==> src/rtl/vram_write_arbiter.sv <==
// Round-robin arbiter for the video RAM write port, with coordinate-to-address
// translation and a full-frame clear sequencer.
module vram_write_arbiter #(
  parameter int NUM_REQ                 = 4,
  parameter int BITS_PER_COLOUR_CHANNEL = 1,
  parameter     RESOLUTION              = "320x240",
  localparam bit IS_320 = (RESOLUTION == "320x240"),
  localparam int XW     = IS_320 ? 9 : 8,
  localparam int YW     = IS_320 ? 8 : 7,
  localparam int AW     = IS_320 ? 17 : 15,
  localparam int CW     = 3 * BITS_PER_COLOUR_CHANNEL
) (
  input  logic                  clock,
  input  logic                  reset,
  input  logic [NUM_REQ-1:0]    req_valid,
  input  logic [NUM_REQ*XW-1:0] req_x,
  input  logic [NUM_REQ*YW-1:0] req_y,
  input  logic [NUM_REQ*CW-1:0] req_colour,
  output logic [NUM_REQ-1:0]    req_ready,
  input  logic                  clear_start,
  input  logic [CW-1:0]         clear_colour,
  output logic                  clear_busy,
  output logic [AW-1:0]         mem_address,
  output logic [CW-1:0]         mem_data,
  output logic                  mem_wren
);

  localparam int WIDTH  = IS_320 ? 320 : 160;
  localparam int HEIGHT = IS_320 ? 240 : 120;
  localparam int SH_HI  = IS_320 ? 8 : 7;
  localparam int SH_LO  = IS_320 ? 6 : 5;
  localparam int PW     = $clog2(NUM_REQ);

  localparam logic [XW-1:0] WIDTH_X  = XW'(WIDTH);
  localparam logic [YW-1:0] HEIGHT_Y = YW'(HEIGHT);
  localparam logic [AW-1:0] LAST     = AW'(WIDTH * HEIGHT - 1);

  typedef enum logic {ARB, CLEAR} state_t;

  state_t        state;
  logic [PW-1:0] ptr;
  logic [AW-1:0] counter;
  logic [CW-1:0] colour_q;

  logic          found;
  logic [PW-1:0] grant_idx;
  int            cand;
  logic [XW-1:0] x_sel;
  logic [YW-1:0] y_sel;
  logic [CW-1:0] colour_sel;
  logic [AW-1:0] pix_address;
  logic          in_range;

  // Search upward from ptr with wrap; a clear request suppresses any grant.
  always_comb begin
    found     = 1'b0;
    grant_idx = '0;
    cand      = 0;
    if (state == ARB && !clear_start) begin
      for (int k = 0; k < NUM_REQ; k++) begin
        cand = int'(ptr) + k;
        if (cand >= NUM_REQ) cand = cand - NUM_REQ;
        if (!found && req_valid[cand]) begin
          found     = 1'b1;
          grant_idx = PW'(cand);
        end
      end
    end
  end

  assign req_ready = found ? (NUM_REQ'(1) << grant_idx) : '0;

  assign x_sel      = req_x[int'(grant_idx)*XW +: XW];
  assign y_sel      = req_y[int'(grant_idx)*YW +: YW];
  assign colour_sel = req_colour[int'(grant_idx)*CW +: CW];

  // y*WIDTH as two shifts: 320 = 256+64, 160 = 128+32.
  assign pix_address = (AW'(y_sel) << SH_HI) + (AW'(y_sel) << SH_LO) + AW'(x_sel);
  assign in_range    = (x_sel < WIDTH_X) && (y_sel < HEIGHT_Y);

  always_ff @(posedge clock) begin
    if (reset) begin
      state       <= ARB;
      ptr         <= '0;
      counter     <= '0;
      colour_q    <= '0;
      clear_busy  <= 1'b0;
      mem_address <= '0;
      mem_data    <= '0;
      mem_wren    <= 1'b0;
    end else begin
      case (state)
        ARB: begin
          mem_wren <= 1'b0;
          if (clear_start) begin
            // Address 0 is written straight away, so the counter holds the next address.
            state       <= CLEAR;
            clear_busy  <= 1'b1;
            colour_q    <= clear_colour;
            counter     <= AW'(1);
            mem_address <= '0;
            mem_data    <= clear_colour;
            mem_wren    <= 1'b1;
          end else if (found) begin
            ptr         <= (grant_idx == PW'(NUM_REQ - 1)) ? '0 : grant_idx + 1'b1;
            mem_address <= pix_address;
            mem_data    <= colour_sel;
            mem_wren    <= in_range;
          end
        end
        CLEAR: begin
          mem_address <= counter;
          mem_data    <= colour_q;
          mem_wren    <= 1'b1;
          if (counter == LAST) begin
            state      <= ARB;
            clear_busy <= 1'b0;
            counter    <= '0;
          end else begin
            counter <= counter + 1'b1;
          end
        end
        default: state <= ARB;
      endcase
    end
  end

endmodule

==> config.mk <==
export PLATFORM = sky130hd
export DESIGN_NAME = vram_write_arbiter
export DESIGN_NICKNAME = d
export VERILOG_FILES = /design/src/rtl/vram_write_arbiter.sv
export SDC_FILE = /design/constraint.sdc
export NUM_CORES = 1
export LEC_CHECK = 0
export ABC_AREA = 1
export CAP_MARGIN = 20
export CORE_MARGIN = 8
export CORE_UTILIZATION = 26
export DETAILED_ROUTE_END_ITERATION = 10
export PLACE_DENSITY = 0.51
export SLEW_MARGIN = 20
export SYNTH_ARGS = -nofsm -noshare
export SYNTH_HDL_FRONTEND = slang
export SYNTH_SLANG_ARGS = --single-unit
==> constraint.sdc <==
create_clock -name clock -period 4.7 [get_ports clock]
set_input_delay 0.94 -clock clock [delete_from_list [all_inputs] [get_ports clock]]
set_output_delay 0.94 -clock clock [all_outputs]
set_load 0.1 [all_outputs]
==> flow_metrics.py <==
metrics = {
    "logic_synthesis": {
        "ys_ff_latch": 45,
        "synth_mux_area_share_pct": 0,
        "async_flop_share_pct": 0,
        "syn_area_um2": 3650,
        "synth-simple-area-share_pct": 37.1,
        "ys_seq_area_share_pct": 24.7,
        "syn-num-nets": 698,
        "synth.top_cell.area_share_pct": 24.7,
        "synth_edf_count": 0,
        "ys_dominant_reg_cell": "dfxtp_1",
        "ys_types": 39,
        "avgSynthCellArea_um2": 6.22,
        "synth_top_family_by_area": "simple AND/OR/NAND/NOR gates",
        "syn_inst": 586,
        "synth.largest_area_cell": "dfxtp_1",
        "synth_compound_area_share_pct": 16.8,
        "synth_fa_ha_area_share_pct": 7.96,
        "synth-xor-area-share_pct": 1.44,
        "ys_warn_count": 0,
        "synth_area_leaders": "dfxtp_1 (25%), nand2_1 (18%), nand3_1 (8.9%)",
    },
    "routing": {
        "routed_wl_um": 13100,
        "wl_per_cell_um": 14.8,
        "ant_nets": 0,
        "vias_per_cell": 4.64,
        "drc": 0,
        "drtIter0Drc": 212,
        "vias": 4107,
        "firstDrtPassIters": 4,
    },
    "placed_design": {
        "portBuffers": 115,
        "place.gp.congestion": 0.863,
        "place_area_um2": 5090,
        "dp.final_hpwl_um": 10300,
    },
    "floorplan": {
        "die_h_um": 134,
        "core_um2": 13800,
        "die_w_um": 134,
        "dieArea_um2": 18100,
        "rows": 43,
        "io_pins": 116,
        "start_util_pct": 26.5,
    },
    "power": {
        "pwr-share-seq_pct": 22.8,
        "clockPowerShare_pct": 21.1,
        "internal_power_mw": 1.06,
        "power_leakage_nw": 2.32,
        "power.switching_mw": 0.852,
        "combPwrFrac_pct": 56.1,
        "p_per_area_nw_per_um2": 362,
        "ir_drop_uv": 261,
        "p_sw_share_pct": 44.6,
    },
    "timing": {
        "worstMarginPinSlew_ns": 1.04,
        "setup_viol": 0,
        "relSlewSlack_pct": 30.5,
        "fin_skew_ns": 0.00641,
        "rsz0062_at_grt": "no",
        "tns_ns": 0,
        "finalHoldViolations": 0,
        "finalCritPeriodShare_pct": 92.3,
        "fmax_mhz": 230,
        "slew_viol_final": 0,
        "fin_crit_ns": 4.34,
    },
    "clocking": {
        "cts_max_path_buffers": 2,
        "cts_htree_levels": 2,
        "cts_tree": "yes",
        "clk_latency_ns": 0.28,
        "cts_hold_buffers": 0,
        "clock-root-buffer": "clkbuf_16",
        "cts_buffers": 5,
        "path_clk_slew_ns": 0.06,
        "cts_sinks": 45,
    },
    "grt": {
        "grt_max_degree": 36,
        "grt-ovfl-total": 0,
        "antenna_found_initial": 0,
        "grt_util_all_layers_pct": 14.5,
        "grt_pass1_vias": 4101,
        "grt_pass1_wl_um": 21500,
    },
    "finish": {
        "fin_nets": 816,
        "fillers": 1501,
        "fin_area_um2": 5280,
        "final_common_cell": "nand2_1",
        "final_cell_mix": "nand2_1 (177), clkdlybuf4s50_1 (111), inv_1 (66)",
        "drive_gt1_share_pct": 8.94,
        "antenna_cells": 0,
        "syn_to_final_growth_pct": 44.7,
    },
    "critical_path": {
        "timing.rr.start": "ptr[0]$_SDFFE_PP0P_",
        "crit_type": "input port to flop",
        "worst_r2r_path_depth": 26,
        "crit_arrival_ns": 4.55,
        "cp-start-kind": "input port",
        "cp_max_fo": 12,
        "rr_endpoint": "mem_address[13]$_SDFFE_PP0P_",
        "required_ns": 4.91,
        "end_kind": "flop",
        "r2r_slack_ns": 0.83,
    },
    "worst_hold_path": {
        "whs_endpoint": "colour_q[2]$_SDFFE_PP0P_",
        "holdCritStartpoint": "colour_q[2]$_SDFFE_PP0P_",
        "hold_depth": 2,
        "hp-class": "flop to flop",
    },
    "flow_run": {
        "drv_cap": 0,
    },
    "run_status": {
        "status": "completed",
    },
}
stage by stage:
| step | utilization (%) | cells | total power [mW] | hold WS (ns) | setup WS, ns |
|---|---|---|---|---|---|
| detailed placement | 37.0 | 877 | 1.50 | 0.457 | 0.0361 |
| CTS | 38.2 | 885 | 1.91 | 0.467 | 0.321 |
| floorplan | - | 586 | 1.17 | 0.441 | 0.365 |
| global route | 38.3 | 885 | 2.06 | 0.496 | 0.0346 |
| finish | 38.3 | 885 | 1.91 | 0.464 | 0.360 |
| global placement | 37.0 | 877 | 1.50 | 0.450 | 0.101 |
cells in the mapped netlist, drive strengths merged, types with 3 or more instances:
cell,number
a21oi,43
a31oi,13
a32o,3
buf,15
clkbuf,12
dfxtp,45
ha,20
inv,74
nand2,191
nand3,66
nand3b,7
nand4,4
nor2,30
nor3,5
o21ai,37
xor2,4
power by group through the flow:
stage	clock, mW	combinational [mW]	sequential [mW]
4_1_cts	0.414	1.06	0.436
6_report	0.403	1.07	0.435
2_1_floorplan	0	0.537	0.628
3_3_place_gp	0	1.05	0.444
3_5_place_dp	0	1.06	0.444
5_1_grt	0.429	1.19	0.440
cells by family (layout without fill, tap and decap cells):
family	count (synthesis)	count (layout)
fa+ha+maj	22	22
buf+inv	101	220
simple gates	303	303
flops	45	45
xor+xnor	6	6
compound gates	109	109
critical path, stage by stage:
cell,delay [ns]
clkdlybuf4s50_1,0.48
inv_1,0.06
nand2_1,0.07
nand3_1,0.11
nand2_2,0.16
inv_2,0.05
nand2_1,0.06
nand2_1,0.06
nand2_2,0.14
nand2_8,0.09
inv_4,0.10
nand2_1,0.06
a32o_1,0.21
inv_1,0.09
fa_1,0.45
ha_1,0.33
a21oi_2,0.14
o21ai_0,0.09
buf_4,0.15
nand2_1,0.07
nand2_1,0.05
a21oi_1,0.16
o21ai_0,0.10
a21o_1,0.19
a31oi_1,0.14
what timing repair did:
| item | CTS | global route |
|---|---|---|
| hold endpoints to repair | 0 | 0 |
| setup buffers | 0 | 0 |
| setup endpoints to repair | 0 | 4 |
| gates resized for setup | 0 | 7 |
area by class of cell:
class,instances,area [um2],area share [%]
clock buffer,5,125,2.37
timing repair buffer,138,1370,25.9
clock inverter,3,43.8,0.830
tap,180,225,4.27
sequential,45,901,17.1
inverter,74,288,5.45
multi-input combinational,440,2330,44.1
flip-flops by register name (all words and copies together) (netlist names):
signal       cells
colour_q         3
state            1
mem_data         3
mem_wren         1
counter         17
ptr              2
clear_busy       1
mem_address     17
worst max-delay path by stage:
| stage | from | endpoint | slack (ns) | cells after the start |
|---|---|---|---|---|
| 2_1_floorplan | req_valid[3] | req_ready[2] | 0.37 | 13 |
| 3_3_place_gp | req_valid[3] | mem_address[16]$_SDFFE_PP0P_ | 0.10 | 25 |
| 3_5_place_dp | req_valid[3] | mem_address[16]$_SDFFE_PP0P_ | 0.04 | 25 |
| 4_1_cts | req_valid[3] | mem_address[16]$_SDFFE_PP0P_ | 0.32 | 25 |
| 5_1_grt | req_valid[3] | mem_address[12]$_SDFFE_PP0P_ | 0.03 | 25 |
| 6_report | req_valid[3] | mem_address[12]$_SDFFE_PP0P_ | 0.36 | 25 |
per-layer routing:
layer | global-route usage [%] | vias up | share of wire, % | routed length, um
li1 | - | 2148 | - | -
met1 | 20.2 | 1836 | 51 | 6620
met2 | 22.6 | 117 | 43 | 5590
met3 | 3.14 | 6 | 5.9 | 775
met4 | 2.56 | 0 | 0.73 | 96
met5 | 0 | - | 0 | 0
No activity file was read; power rests on OpenSTA's default activity.
